$ cat config.mk
export PLATFORM = sky130hd
export DESIGN_NAME = rom_scan_reader
export DESIGN_NICKNAME = d
export VERILOG_FILES = /design/src/rtl/rom_scan_pkg.sv /design/src/rtl/scan_skid_fifo.sv /design/src/rtl/rom_scan_reader.sv
export SDC_FILE = /design/constraint.sdc
export NUM_CORES = 1
export LEC_CHECK = 0
export BUFFER_PORTS_ARGS = -buffer_cell sky130_fd_sc_hd__buf_2
export CORE_ASPECT_RATIO = 0.8
export CORE_MARGIN = 3
export CORE_UTILIZATION = 60
export CTS_CLUSTER_SIZE = 8
export DETAILED_ROUTE_END_ITERATION = 10
export PLACE_DENSITY = 0.93
export SLEW_MARGIN = 20
export SYNTH_ARGS = -nofsm -noshare
export SYNTH_HDL_FRONTEND = slang
export SYNTH_SLANG_ARGS = --single-unit
export TNS_END_PERCENT = 5
$ cat constraint.sdc
create_clock -name clk -period 3.8 [get_ports clk]
set_input_delay 0.76 -clock clk [delete_from_list [all_inputs] [get_ports clk]]
set_output_delay 0.76 -clock clk [all_outputs]
set_load 0.005 [all_outputs]
$ cat src/rtl/rom_scan_pkg.sv
// Shared types and constants for the coefficient-table scan reader:
// table geometry, FSM states, buffered beat layout and the JPEG zigzag map.
package rom_scan_pkg;

    localparam int TBL_DEPTH = 64;
    localparam int IDX_W     = 6;
    localparam int DATA_W    = 8;

    localparam logic [IDX_W-1:0] LAST_IDX = IDX_W'(TBL_DEPTH - 1);

    typedef enum logic [1:0] {
        IDLE,
        RUN,
        DRAIN,
        DONE
    } state_e;

    typedef struct packed {
        logic              last;
        logic [IDX_W-1:0]  index;
        logic [DATA_W-1:0] data;
    } beat_t;

    // Scan position -> raster address of the 8x8 block in JPEG zigzag order.
    localparam logic [IDX_W-1:0] ZZ_TAB [TBL_DEPTH] = '{
         0,  1,  8, 16,  9,  2,  3, 10,
        17, 24, 32, 25, 18, 11,  4,  5,
        12, 19, 26, 33, 40, 48, 41, 34,
        27, 20, 13,  6,  7, 14, 21, 28,
        35, 42, 49, 56, 57, 50, 43, 36,
        29, 22, 15, 23, 30, 37, 44, 51,
        58, 59, 52, 45, 38, 31, 39, 46,
        53, 60, 61, 54, 47, 55, 62, 63
    };

    function automatic logic [IDX_W-1:0] zz_addr(input logic [IDX_W-1:0] idx);
        return ZZ_TAB[idx];
    endfunction

endpackage

$ cat src/rtl/scan_skid_fifo.sv
// Small circular buffer holding {last,index,data} beats between the ROM capture
// and the downstream interface; the head is presented combinationally.
module scan_skid_fifo
    import rom_scan_pkg::*;
#(
    parameter int DEPTH = 2,
    localparam int PTR_W = (DEPTH > 1) ? $clog2(DEPTH) : 1,
    localparam int CNT_W = $clog2(DEPTH + 1)
) (
    input  logic             clk,
    input  logic             rst_n,
    input  logic             flush_i,
    input  logic             push_i,
    input  beat_t            push_beat_i,
    input  logic             pop_i,
    output beat_t            head_o,
    output logic [CNT_W-1:0] count_o
);

    beat_t            mem_q [DEPTH];
    logic [PTR_W-1:0] wr_ptr_q;
    logic [PTR_W-1:0] rd_ptr_q;
    logic [CNT_W-1:0] count_q;

    function automatic logic [PTR_W-1:0] ptr_inc(input logic [PTR_W-1:0] p);
        return (p == PTR_W'(DEPTH - 1)) ? '0 : p + 1'b1;
    endfunction

    // NOTE: storage has no reset; an empty buffer masks it to zero at the head,
    // so only pointers and count need to come out of reset defined.
    always_ff @(posedge clk) begin
        if (push_i) begin
            mem_q[wr_ptr_q] <= push_beat_i;
        end
    end

    always_ff @(posedge clk or negedge rst_n) begin
        if (!rst_n) begin
            wr_ptr_q <= '0;
            rd_ptr_q <= '0;
            count_q  <= '0;
        end else if (flush_i) begin
            wr_ptr_q <= '0;
            rd_ptr_q <= '0;
            count_q  <= '0;
        end else begin
            if (push_i) wr_ptr_q <= ptr_inc(wr_ptr_q);
            if (pop_i)  rd_ptr_q <= ptr_inc(rd_ptr_q);
            case ({push_i, pop_i})
                2'b10:   count_q <= count_q + 1'b1;
                2'b01:   count_q <= count_q - 1'b1;
                default: count_q <= count_q;
            endcase
        end
    end

    assign head_o  = (count_q != '0) ? mem_q[rd_ptr_q] : '0;
    assign count_o = count_q;

endmodule

$ cat src/rtl/rom_scan_reader.sv
// Walks the 64-entry coefficient ROM in raster or zigzag order and streams it
// out as valid/ready beats, crediting ROM reads against free buffer space.
module rom_scan_reader
    import rom_scan_pkg::*;
#(
    parameter int SKID_DEPTH = 2
) (
    input  logic              clk,
    input  logic              rst_n,
    input  logic              start,
    input  logic              zigzag,
    input  logic              abort,
    output logic [IDX_W-1:0]  rom_a,
    input  logic [DATA_W-1:0] rom_d,
    output logic [DATA_W-1:0] out_data,
    output logic [IDX_W-1:0]  out_index,
    output logic              out_last,
    output logic              out_valid,
    input  logic              out_ready,
    output logic              busy,
    output logic              done
);

    localparam int CNT_W = $clog2(SKID_DEPTH + 1);
    localparam int OCC_W = CNT_W + 1;

    state_e           state_q;
    logic [IDX_W-1:0] issue_idx_q;
    logic [IDX_W-1:0] tag_idx_q;
    logic             in_flight_q;
    logic             zz_mode_q;
    logic [IDX_W-1:0] rom_a_q;
    logic             busy_q;
    logic             done_q;

    logic [CNT_W-1:0] fifo_count;
    beat_t            head;
    beat_t            push_beat;
    logic             pop;
    logic             push;
    logic             issue;
    logic [OCC_W-1:0] occupancy;

    // A read is only launched when its byte is guaranteed a buffer slot,
    // counting the read already in flight and the beat leaving this cycle.
    assign out_valid = (fifo_count != '0);
    assign pop       = out_valid && out_ready;
    assign occupancy = OCC_W'(fifo_count) + OCC_W'(in_flight_q) - OCC_W'(pop);
    assign issue     = (state_q == RUN) && !abort && (occupancy < OCC_W'(SKID_DEPTH));

    assign push      = in_flight_q && !abort;
    assign push_beat = '{last: (tag_idx_q == LAST_IDX), index: tag_idx_q, data: rom_d};

    scan_skid_fifo #(
        .DEPTH (SKID_DEPTH)
    ) u_skid (
        .clk         (clk),
        .rst_n       (rst_n),
        .flush_i     (abort),
        .push_i      (push),
        .push_beat_i (push_beat),
        .pop_i       (pop),
        .head_o      (head),
        .count_o     (fifo_count)
    );

    // NOTE: all state here is sequential, so every assignment is non-blocking;
    // later assignments in the block override the defaults above them.
    always_ff @(posedge clk or negedge rst_n) begin
        if (!rst_n) begin
            state_q     <= IDLE;
            issue_idx_q <= '0;
            tag_idx_q   <= '0;
            in_flight_q <= 1'b0;
            zz_mode_q   <= 1'b0;
            rom_a_q     <= '0;
            busy_q      <= 1'b0;
            done_q      <= 1'b0;
        end else begin
            done_q      <= 1'b0;
            in_flight_q <= issue;

            if (issue) begin
                rom_a_q   <= zz_mode_q ? zz_addr(issue_idx_q) : issue_idx_q;
                tag_idx_q <= issue_idx_q;
                if (issue_idx_q != LAST_IDX) begin
                    issue_idx_q <= issue_idx_q + 1'b1;
                end
            end

            case (state_q)
                IDLE: begin
                    if (start && !abort) begin
                        state_q     <= RUN;
                        busy_q      <= 1'b1;
                        zz_mode_q   <= zigzag;
                        issue_idx_q <= '0;
                    end
                end
                RUN: begin
                    if (abort) begin
                        state_q <= IDLE;
                        busy_q  <= 1'b0;
                    end else if (issue && (issue_idx_q == LAST_IDX)) begin
                        state_q <= DRAIN;
                    end
                end
                DRAIN: begin
                    if (abort) begin
                        state_q <= IDLE;
                        busy_q  <= 1'b0;
                    end else if (pop && head.last) begin
                        state_q <= DONE;
                        busy_q  <= 1'b0;
                        done_q  <= 1'b1;
                    end
                end
                DONE: begin
                    state_q <= IDLE;
                end
                default: begin
                    state_q <= IDLE;
                    busy_q  <= 1'b0;
                end
            endcase
        end
    end

    assign rom_a     = rom_a_q;
    assign out_data  = head.data;
    assign out_index = head.index;
    assign out_last  = head.last;
    assign busy      = busy_q;
    assign done      = done_q;

endmodule

# Word level (Yosys, flattened, before mapping)
# Memory sizes are Yosys's and may differ from the RTL's.
# Cells that the tools add are included.
classes:
  add_sub_neg: 7
  order_cmp: 2
  n_eq_ne: 12
  muxes: 32
  n_bitwise: 1
  reduce_logical: 17
ops:
  columns: ["cell", "n"]
  rows:
  - ["$mux W6", 7]
  - ["$mux W1", 15]
  - ["$mux W15", 1]
  - ["$eq A6 B6 Y1 const B", 2]
  - ["$mux W2", 6]
  - ["$pmux W2 S4", 1]
  - ["$ge A7 B7 Y1 const B", 1]
  - ["$logic_and A1 B1 Y1", 7]
  - ["$not A6 Y7", 1]
  - ["$add A6 B1 Y6 const B", 1]
  - ["$eq A2 B2 Y1 const B", 3]
  - ["$ne A6 B6 Y1 const B", 1]
  - ["$reduce_bool A2 Y1", 3]
  - ["$reduce_bool A3 Y1", 2]
  - ["$eq A2 B1 Y1 const B", 2]
  - ["$ne A2 B2 Y1 const B", 2]
  - ["$pmux W2 S2", 1]
  - ["$reduce_and A4 Y1", 1]
  - ["$add A2 B1 Y3", 1]
  - ["$lt A3 B2 Y1 const B", 1]
  - ["$ne A3 B2 Y1 const B", 1]
  - ["$ne A3 B3 Y1 const B", 1]
  - ["$pmux W1 S3", 1]
  - ["$reduce_and A3 Y1", 1]
  - ["7 further kinds", 8]
totals:
  reg_bits: 28
  mem_bits_rw: 30
  mem_bits_ro: 384
  input_bits: 14
  output_inout_bits: 24
  memories: 2
memory_table:
  columns: ["memory", "depth", "word_bits", "rd", "rd_clocked_by_memory_dff", "write_ports", "line_no", "text"]
  rows:
  - ["(name not given)", 64, 6, 1, 0, 0, "rom_scan_pkg.sv:37", "return ZZ_TAB[idx];"]
  - ["u_skid.mem_q", 2, 15, 1, 0, 1, "scan_skid_fifo.sv:20", "beat_t mem_q [DEPTH];"]

# Longest topological paths before layout
# Gate-level depths: netlist (run 1).
logic_depth:
  ltp_word: 9
  mapped_depth: 11

# Hierarchy
# A second synthesis (run 1) with hierarchy kept.
hier_totals:
  hier_cells: 314
  area_unflattened_um2: 3337.0
modules_own_cells:
  columns: ["mod", "instances", "cells_each", "area_per_inst_um2"]
  rows:
  - ["rom_scan_reader", 1, 231, 1994.4]
  - ["scan_skid_fifo", 1, 83, 1342.5]

# Worst setup path before layout (run 1)
# No wires, ideal clock.
synth_path:
  kind: "input -> register"
  startpoint: "input port abort"
  endpoint: "memory u_skid.mem_q[0][0] in the netlist's numbering, enable pin"
  setup_ns: 0.409
  arrival_ns: 2.125
  required_time_ns: 3.391
  setup_slack_ns: 1.266
  stages: 2
  n_path_buf: 1
  cell_sequence: "buf_2 > nor3b_1"
synth_via:
  elab_chain_len: 4
synth_rtl:
  columns: ["element", "line_no", "text"]
  rows:
  - ["from (decl)", "rom_scan_reader.sv:12", "input logic abort,"]
  - ["$logic_not A1 Y1", "rom_scan_reader.sv:51", "assign push = in_flight_q && !abort;"]
  - ["$logic_and A1 B1 Y1", "rom_scan_reader.sv:51", null]
  - ["$mux W1", "scan_skid_fifo.sv:32", "if (push_i) begin"]
  - ["$mux W1 (not written as such)", "scan_skid_fifo.sv:33", "mem_q[wr_ptr_q] <= push_beat_i;"]
  - ["to (decl)", "scan_skid_fifo.sv:20", null]
# Every way passes these cells.

# Worst setup path after layout (run 1)
layout_path:
  startpoint: "register u_skid.count_q[1], in the netlist u_skid.count_o[1]"
  endpoint: "register issue_idx_q[4]"
layout_via:
  elab_chain_len: 8
  elab_cells_between_ends: 9
  classes_between: "add/sub (2); order compare (1); mux (3); reduce/logical (3)"
layout_rtl:
  columns: ["element", "line_no", "text"]
  rows:
  - ["from (decl)", "scan_skid_fifo.sv:23", "logic [CNT_W-1:0] count_q;"]
  - ["from (signal assigned)", "scan_skid_fifo.sv:50", "2'b10: count_q <= count_q + 1'b1;"]
  - ["from (signal assigned)", "scan_skid_fifo.sv:51", "2'b01: count_q <= count_q - 1'b1;"]
  - ["from (signal assigned)", "scan_skid_fifo.sv:52", "default: count_q <= count_q;"]
  - ["parallel branches: the longest is 2 deep, another holds $add A2 B1 Y3", null, null]
  - ["$sub A3 B1 Y3 *", "rom_scan_reader.sv:48", "assign occupancy = OCC_W'(fifo_count) + OCC_W'(in_flight_q) - OCC_W'(pop);"]
  - ["$lt A3 B2 Y1 *", "rom_scan_reader.sv:49", "assign issue = (state_q == RUN) && !abort && (occupancy < OCC_W'(SKID_DEPTH));"]
  - ["$logic_and A1 B1 Y1 *", "rom_scan_reader.sv:49", null]
  - ["$mux W6 *", "rom_scan_reader.sv:83", "if (issue) begin"]
  - ["$mux W6", "rom_scan_reader.sv:93", "if (start && !abort) begin"]
  - ["$mux W6 *", "rom_scan_reader.sv:91", "case (state_q)"]
  - ["to (signal assigned)", "rom_scan_reader.sv:87", "issue_idx_q <= issue_idx_q + 1'b1;"]
  - ["to (decl)", "rom_scan_reader.sv:28", "logic [IDX_W-1:0] issue_idx_q;"]
# Mark *: on every way between the ends.
# A chain may end at the register's enable or synchronous reset.

==> results of run 1 <==
==> worst max-delay path, delay by kind of cell (launching register included) <==
| family | cells | cell delay [ns] |
|---|---|---|
| AND/OR/NAND/NOR | 5 | 1.12 |
| adder cells (fa/ha/maj) | 1 | 0.41 |
| XOR/XNOR | 1 | 0.18 |
| flip-flops | 1 | 0.49 |
| buffers and inverters | 1 | 0.37 |
| AO/OA/AOI/OAI | 2 | 0.22 |
==> cell usage after synthesis (all sizes together), types with 4 or more instances <==
| library cell | count |
|---|---|
| a21oi | 21 |
| buf | 15 |
| clkbuf | 4 |
| dfrtp | 28 |
| edfxtp | 30 |
| ha | 21 |
| inv | 15 |
| mux2i | 21 |
| nand2 | 29 |
| nand2b | 5 |
| nand3 | 5 |
| nor2 | 37 |
| nor2b | 6 |
| nor3 | 5 |
| o21ai | 21 |
| o311ai | 4 |
| xnor2 | 4 |
==> worst paths after layout <==
check	start	endpoint	slack, ns	cells past startpoint
worst max-delay path	u_skid.count_o[1]	issue_idx_q[4]	0.84	10
worst min-delay path	rst_n	state_q[0]	0.45	1
worst max register to register	u_skid.count_o[1]	issue_idx_q[4]	0.84	10
worst min register to register	tag_idx_q[2]	u_skid.mem_q[0][10]	0.51	0
max in group asynchronous	rst_n	issue_idx_q[4]	2.92	1
min in group clk	tag_idx_q[2]	u_skid.mem_q[0][10]	0.51	0
==> layer usage <==
metal / GRT usage, % / vias up / wire length (um)
met5: 0 / - / 0
met4: 4.13 / 0 / 49
met3: 7.79 / 9 / 583
met2: 41.0 / 132 / 3680
met1: 31.1 / 1242 / 3030
li1: - / 1207 / -
==> through the flow <==
| stage | total power, mW | worst slack, ns | cells |
|---|---|---|---|
| 2_1_floorplan | 1.51 | 1.27 | 317 |
| 3_3_place_gp | 1.70 | 0.798 | 399 |
| 3_5_place_dp | 1.75 | 0.679 | 399 |
| 4_1_cts | 2.30 | 0.863 | 415 |
| 5_1_grt | 2.47 | 0.614 | 415 |
| 6_report | 2.31 | 0.840 | 415 |
==> power groups by stage <==
stage | Sequential, mW | Combinational (mW) | Clock (mW)
after detailed placement | 0.952 | 0.793 | 0
after global placement | 0.944 | 0.754 | 0
after global routing | 0.966 | 0.918 | 0.584
final | 0.950 | 0.813 | 0.547
after floorplan | 0.881 | 0.633 | 0
after CTS | 0.943 | 0.803 | 0.553
==> cell type report <==
cell class              instances  area [um2]  share of cell area [%]
clock buffers                   9         124                    3.35
clock inverters                 7        70.1                    1.89
inverters                      15        56.3                    1.52
multi-input cells             225        1570                    42.5
flip-flops and latches         58        1600                    43.3
well taps                      62        77.6                    2.10
repair buffers                 39         200                    5.41
==> registers in the layout, indices dropped and copies added, names as in the netlist <==
| register | count |
|---|---|
| tag_idx_q | 6 |
| issue_idx_q | 6 |
| u_skid.rd_ptr_q | 1 |
| busy | 1 |
| zz_mode_q | 1 |
| done | 1 |
| in_flight_q | 1 |
| state_q | 2 |
| rom_a | 6 |
| u_skid.wr_ptr_q | 1 |
| u_skid.mem_q | 30 |
| u_skid.count_o | 2 |
==> kinds of logic after synthesis <==
kind of cell | after synthesis | synth area share, %
buffers and inverters | 34 | 5.11
adders and majority gates | 22 | 8.49
xor gates and xnor gates | 7 | 1.84
muxes | 23 | 7.33
DFF | 58 | 48.1
AOI/OAI and AO/OA | 73 | 14.4
and+or+nand+nor | 100 | 14.7
==> impl_metrics.env, run 1 <==
export IMPL_final_common_cell="buf_2"
export IMPL_synth_seq_area_share_pct=48.1
export IMPL_cts_made_buffers=9
export IMPL_cp_start_kind="flip-flop"
export IMPL_synthToLayoutAreaGrowth_pct=11.2
export IMPL_cts_root_buf="clkbuf_8"
export IMPL_power_density_mw_per_mm2=624
export IMPL_cpPeakStageDelay_ns=0.49
export IMPL_grt_ovfl_total=0
export IMPL_grt_max_degree=30
export IMPL_fin_skew_ns=0.00621
export IMPL_syn_avg_cell_area_um2=10.5
export IMPL_cts_tree="built"
export IMPL_slew_violations=0
export IMPL_core_mm2=0.00518
export IMPL_finalSetupViolations=0
export IMPL_die_area_mm2=0.00648
export IMPL_timing_final_crit_share_pct=77.9
export IMPL_die_height_um=72.6
export IMPL_nFillCells=328
export IMPL_cts_max_level=3
export IMPL_post_cts_buffers=0
export IMPL_wire_per_inst_um=17.7
export IMPL_layout_nets=384
export IMPL_ys_flop_type="edfxtp_1"
export IMPL_cts_hold_buf=0
export IMPL_cts_sinks=58
export IMPL_yosys_warnings=0
export IMPL_tightest_slew_ns=0.928
export IMPL_holdWs_ns=0.452
export IMPL_crit_required_ns=3.98
export IMPL_slew_headroom_pct=38.1
export IMPL_route_detailed_drc=0
export IMPL_clkPwrFrac_pct=23.7
export IMPL_final_cell_mix="buf_2, nor2_1, edfxtp_1, nand2_1, dfrtp_1"
export IMPL_first_pass_iters=5
export IMPL_dr_total_vias=2590
export IMPL_syn_nets=353
export IMPL_fin_crit_ns=2.96
export IMPL_critical_path_slowest_cell="dfrtp_1"
export IMPL_internal_power_mw=1.43
export IMPL_worstSkewPairLatency_ns=0.33
export IMPL_ys_seq_elements=58
export IMPL_p_seq_share_pct=41.1
export IMPL_critPathCaptureType="flip-flop"
export IMPL_synth_cells=317
export IMPL_ir_worst_vdd_mv=0.406
export IMPL_drv_cap=0
export IMPL_setup_tns_final_ns=0
export IMPL_cts_resized=0
export IMPL_synth_top_cell_by_area="edfxtp_1"
export IMPL_hpwlAfterDp_um=4840
export IMPL_drive_gt1_share_pct=19.0
export IMPL_outcome="finished, final reports clean"
export IMPL_first_global_vias=2459
export IMPL_path_max_fanout=19
export IMPL_wirelength_um=7350
export IMPL_hold_class="in -> async"
export IMPL_worst_ep_arrival_time_ns=3.14
export IMPL_crit_chain="and3_1, a21o_1, nand2_1, fa_1, xnor2_1, nand3_2, inv_2, nand4_1, nor2_1, a211oi_1"
export IMPL_antenna_found_initial=0
export IMPL_viasPerCell=6.24
export IMPL_crit_type="reg -> reg"
export IMPL_stdcell_area_mm2=0.00370
export IMPL_clock_fmax_mhz=338
export IMPL_synthTopCellsByArea="edfxtp_1, dfrtp_1, ha_1"
export IMPL_grt_pass1_wl_um=11900
export IMPL_fp_row_count=23
export IMPL_ys_types=52
export IMPL_power_switching_uw=881
export IMPL_rsz0062_at_grt="no"
export IMPL_start_util_pct=64.3
export IMPL_die_w_um=89.3
export IMPL_finalWeightedCongestion=0.851
export IMPL_diodes=0
export IMPL_synth_area_mm2=0.00333
export IMPL_async_reset_ff_share_pct=48.3
export IMPL_ios=38
export IMPL_port_buffers=37
export IMPL_synth_edf_count=30
export IMPL_netlist_area_leader_share_pct=27.1
export IMPL_utilization_pct=71.4
export IMPL_p_comb_share_pct=35.2
export IMPL_finalHoldViolCount=0
export IMPL_netSwitchingFraction_pct=38.1
export IMPL_antenna_left=0
export IMPL_placed_area_mm2=0.00350
export IMPL_drt_iter0_markers=426
export IMPL_p_leak_nw=1.52
export IMPL_grt_util_all_layers_pct=24.2
export IMPL_clockBufferDepth=2
export IMPL_cts_clk_slew_worst_paths_ns=0.07
Note: power is estimated with default switching activity, not from simulation.
==> inputs of run 2 (changes only) <==
CORE_UTILIZATION = 58   (was 60)
PLACE_DENSITY = 0.9   (was 0.93)
clock period = 2.8 ns   (was 3.8 ns; I/O delays follow)
==> run 2 against run 1 <==
Against the previous run:
- sequential share of layout area shrank 0.90 points
- hold slack lost 0.22 ns
- clock power grew 50%
- critical path depth is the same
- utilization shrank 2.7 points
- sequential power grew 31%
- fmax grew 17%
- combinational power grew 48%
- cell count grew 5.5%
- register-to-register slack lost 0.57 ns
- largest power group unchanged
- highest routed layer unchanged
==> impl_metrics.env, run 2 (synthesized netlist as in run 1, its figures left out) <==
export IMPL_outcome="finished, final reports clean"
export IMPL_cpPeakStageDelay_ns=0.48
export IMPL_finalSetupViolations=0
export IMPL_first_global_vias=2492
export IMPL_p_comb_share_pct=36.9
export IMPL_drive_gt1_share_pct=19.7
export IMPL_clock_fmax_mhz=396
export IMPL_internal_power_mw=2.06
export IMPL_hpwlAfterDp_um=4900
export IMPL_cts_root_buf="clkbuf_8"
export IMPL_slew_violations=0
export IMPL_fin_crit_ns=2.53
export IMPL_grt_ovfl_total=0
export IMPL_tightest_slew_ns=0.874
export IMPL_regMostFlops="u_skid.mem_q"
export IMPL_slew_headroom_pct=41.8
export IMPL_viasPerCell=5.99
export IMPL_fin_skew_ns=0.0103
export IMPL_antenna_found_initial=0
export IMPL_drt_iter0_markers=388
export IMPL_drv_cap=0
export IMPL_wire_per_inst_um=16.9
export IMPL_crit_type="reg -> reg"
export IMPL_ir_worst_vdd_mv=0.714
export IMPL_cts_max_level=3
export IMPL_core_mm2=0.00550
export IMPL_port_buffers=37
export IMPL_final_cell_mix="nor2_1, buf_2, edfxtp_1, nand2_1, dfrtp_1"
export IMPL_dr_total_vias=2622
export IMPL_diodes=0
export IMPL_critPathCaptureType="flip-flop"
export IMPL_power_switching_mw=1.21
export IMPL_cts_clk_slew_worst_paths_ns=0.07
export IMPL_crit_required_ns=3.03
export IMPL_netSwitchingFraction_pct=37.0
export IMPL_cts_tree="built"
export IMPL_wirelength_um=7420
export IMPL_grt_util_all_layers_pct=23.1
export IMPL_cts_hold_buf=0
export IMPL_worst_ep_arrival_time_ns=2.75
export IMPL_route_detailed_drc=0
export IMPL_layout_nets=391
export IMPL_die_height_um=73.8
export IMPL_place_ws_ns=0.206
export IMPL_rsz0062_at_grt="no"
export IMPL_finalWeightedCongestion=0.878
export IMPL_crit_chain="and3_1, a21o_1, nand2_1, fa_1, xnor2_1, nand3_2, buf_4, o21ai_0, nand4b_1, o21a_1"
export IMPL_setup_tns_final_ns=0
export IMPL_finalHoldViolCount=0
export IMPL_worstSkewPairLatency_ns=0.35
export IMPL_clkPwrFrac_pct=25.0
export IMPL_cts_made_buffers=9
export IMPL_fp_row_count=24
export IMPL_timing_final_crit_share_pct=90.2
export IMPL_finalWorstSetupSlack_ns=0.274
export IMPL_grt_pass1_wl_um=12000
export IMPL_critical_path_slowest_cell="dfrtp_1"
export IMPL_clockBufferDepth=2
export IMPL_start_util_pct=60.6
export IMPL_antenna_left=0
export IMPL_first_pass_iters=5
export IMPL_ios=38
export IMPL_path_max_fanout=14
export IMPL_cp_start_kind="flip-flop"
export IMPL_cts_sinks=58
export IMPL_die_area_mm2=0.00669
export IMPL_largest_reg_flops=30
export IMPL_hold_class="in -> async"
export IMPL_die_w_um=90.7
export IMPL_cts_resized=0
export IMPL_p_leak_nw=1.57
export IMPL_power_density_mw_per_mm2=864
export IMPL_p_seq_share_pct=38.1
export IMPL_grt_max_degree=43
export IMPL_synthToLayoutAreaGrowth_pct=13.5
export IMPL_nFillCells=402
export IMPL_post_cts_buffers=0
-- run 2: final timing paths --
path,start,to,slack [ns],cells past startpoint
setup / recovery,u_skid.count_o[1],state_q[0],0.27,10
hold / removal,rst_n,in_flight_q,0.24,1
setup reg to reg,u_skid.count_o[1],state_q[0],0.27,10
hold reg to reg,rom_a[2],rom_a[2],0.51,2
max in group asynchronous,rst_n,tag_idx_q[1],2.14,1
min in group clk,rom_d[5],u_skid.mem_q[0][5],0.40,1
-- run 2: metal layers --
metal	vias up	wire (um)	global-route usage, %
met5	-	0	0
met2	151	3500	35.7
met1	1246	3180	30.7
li1	1210	-	-
met3	15	642	8.09
met4	0	94	7.30
-- run 2: cell type report --
type	instances	area, um2	share of cell area (%)
Timing Repair Buffer	46	253	6.69
Clock buffer	10	128	3.38
Tap cell	78	97.6	2.58
Sequential cell	58	1600	42.4
Multi-Input combinational cell	225	1560	41.3
Clock inverter	6	81.3	2.15
Inverter	15	56.3	1.49
-- run 2: through the flow --
stage / total power [mW] / hold WS, ns / utilization, % / area [um2] / instances
floorplan: 2.05 / 0.264 / - / 3330 / 317
global placement: 2.36 / 0.472 / 65.0 / 3570 / 422
detailed placement: 2.42 / 0.477 / 65.0 / 3570 / 422
CTS: 3.25 / 0.250 / 68.8 / 3780 / 438
global route: 3.46 / 0.272 / 68.8 / 3780 / 438
finish: 3.27 / 0.237 / 68.8 / 3780 / 438
-- run 2: power groups by stage --
stage	sequential (mW)	clock [mW]	combinational, mW
3_5_place_dp	1.25	0	1.17
6_report	1.24	0.818	1.20
5_1_grt	1.26	0.861	1.33
4_1_cts	1.24	0.821	1.19
3_3_place_gp	1.24	0	1.12
2_1_floorplan	1.20	0	0.859
-- run 2: critical path, delay by kind of cell, from the launching register on --
| kind | cells | cell delay [ns] |
|---|---|---|
| xor gates and xnor gates | 1 | 0.19 |
| adders and majority gates | 1 | 0.40 |
| DFF | 1 | 0.48 |
| and+or+nand+nor | 4 | 0.64 |
| buffers and inverters | 1 | 0.23 |
| AOI/OAI and AO/OA | 3 | 0.46 |
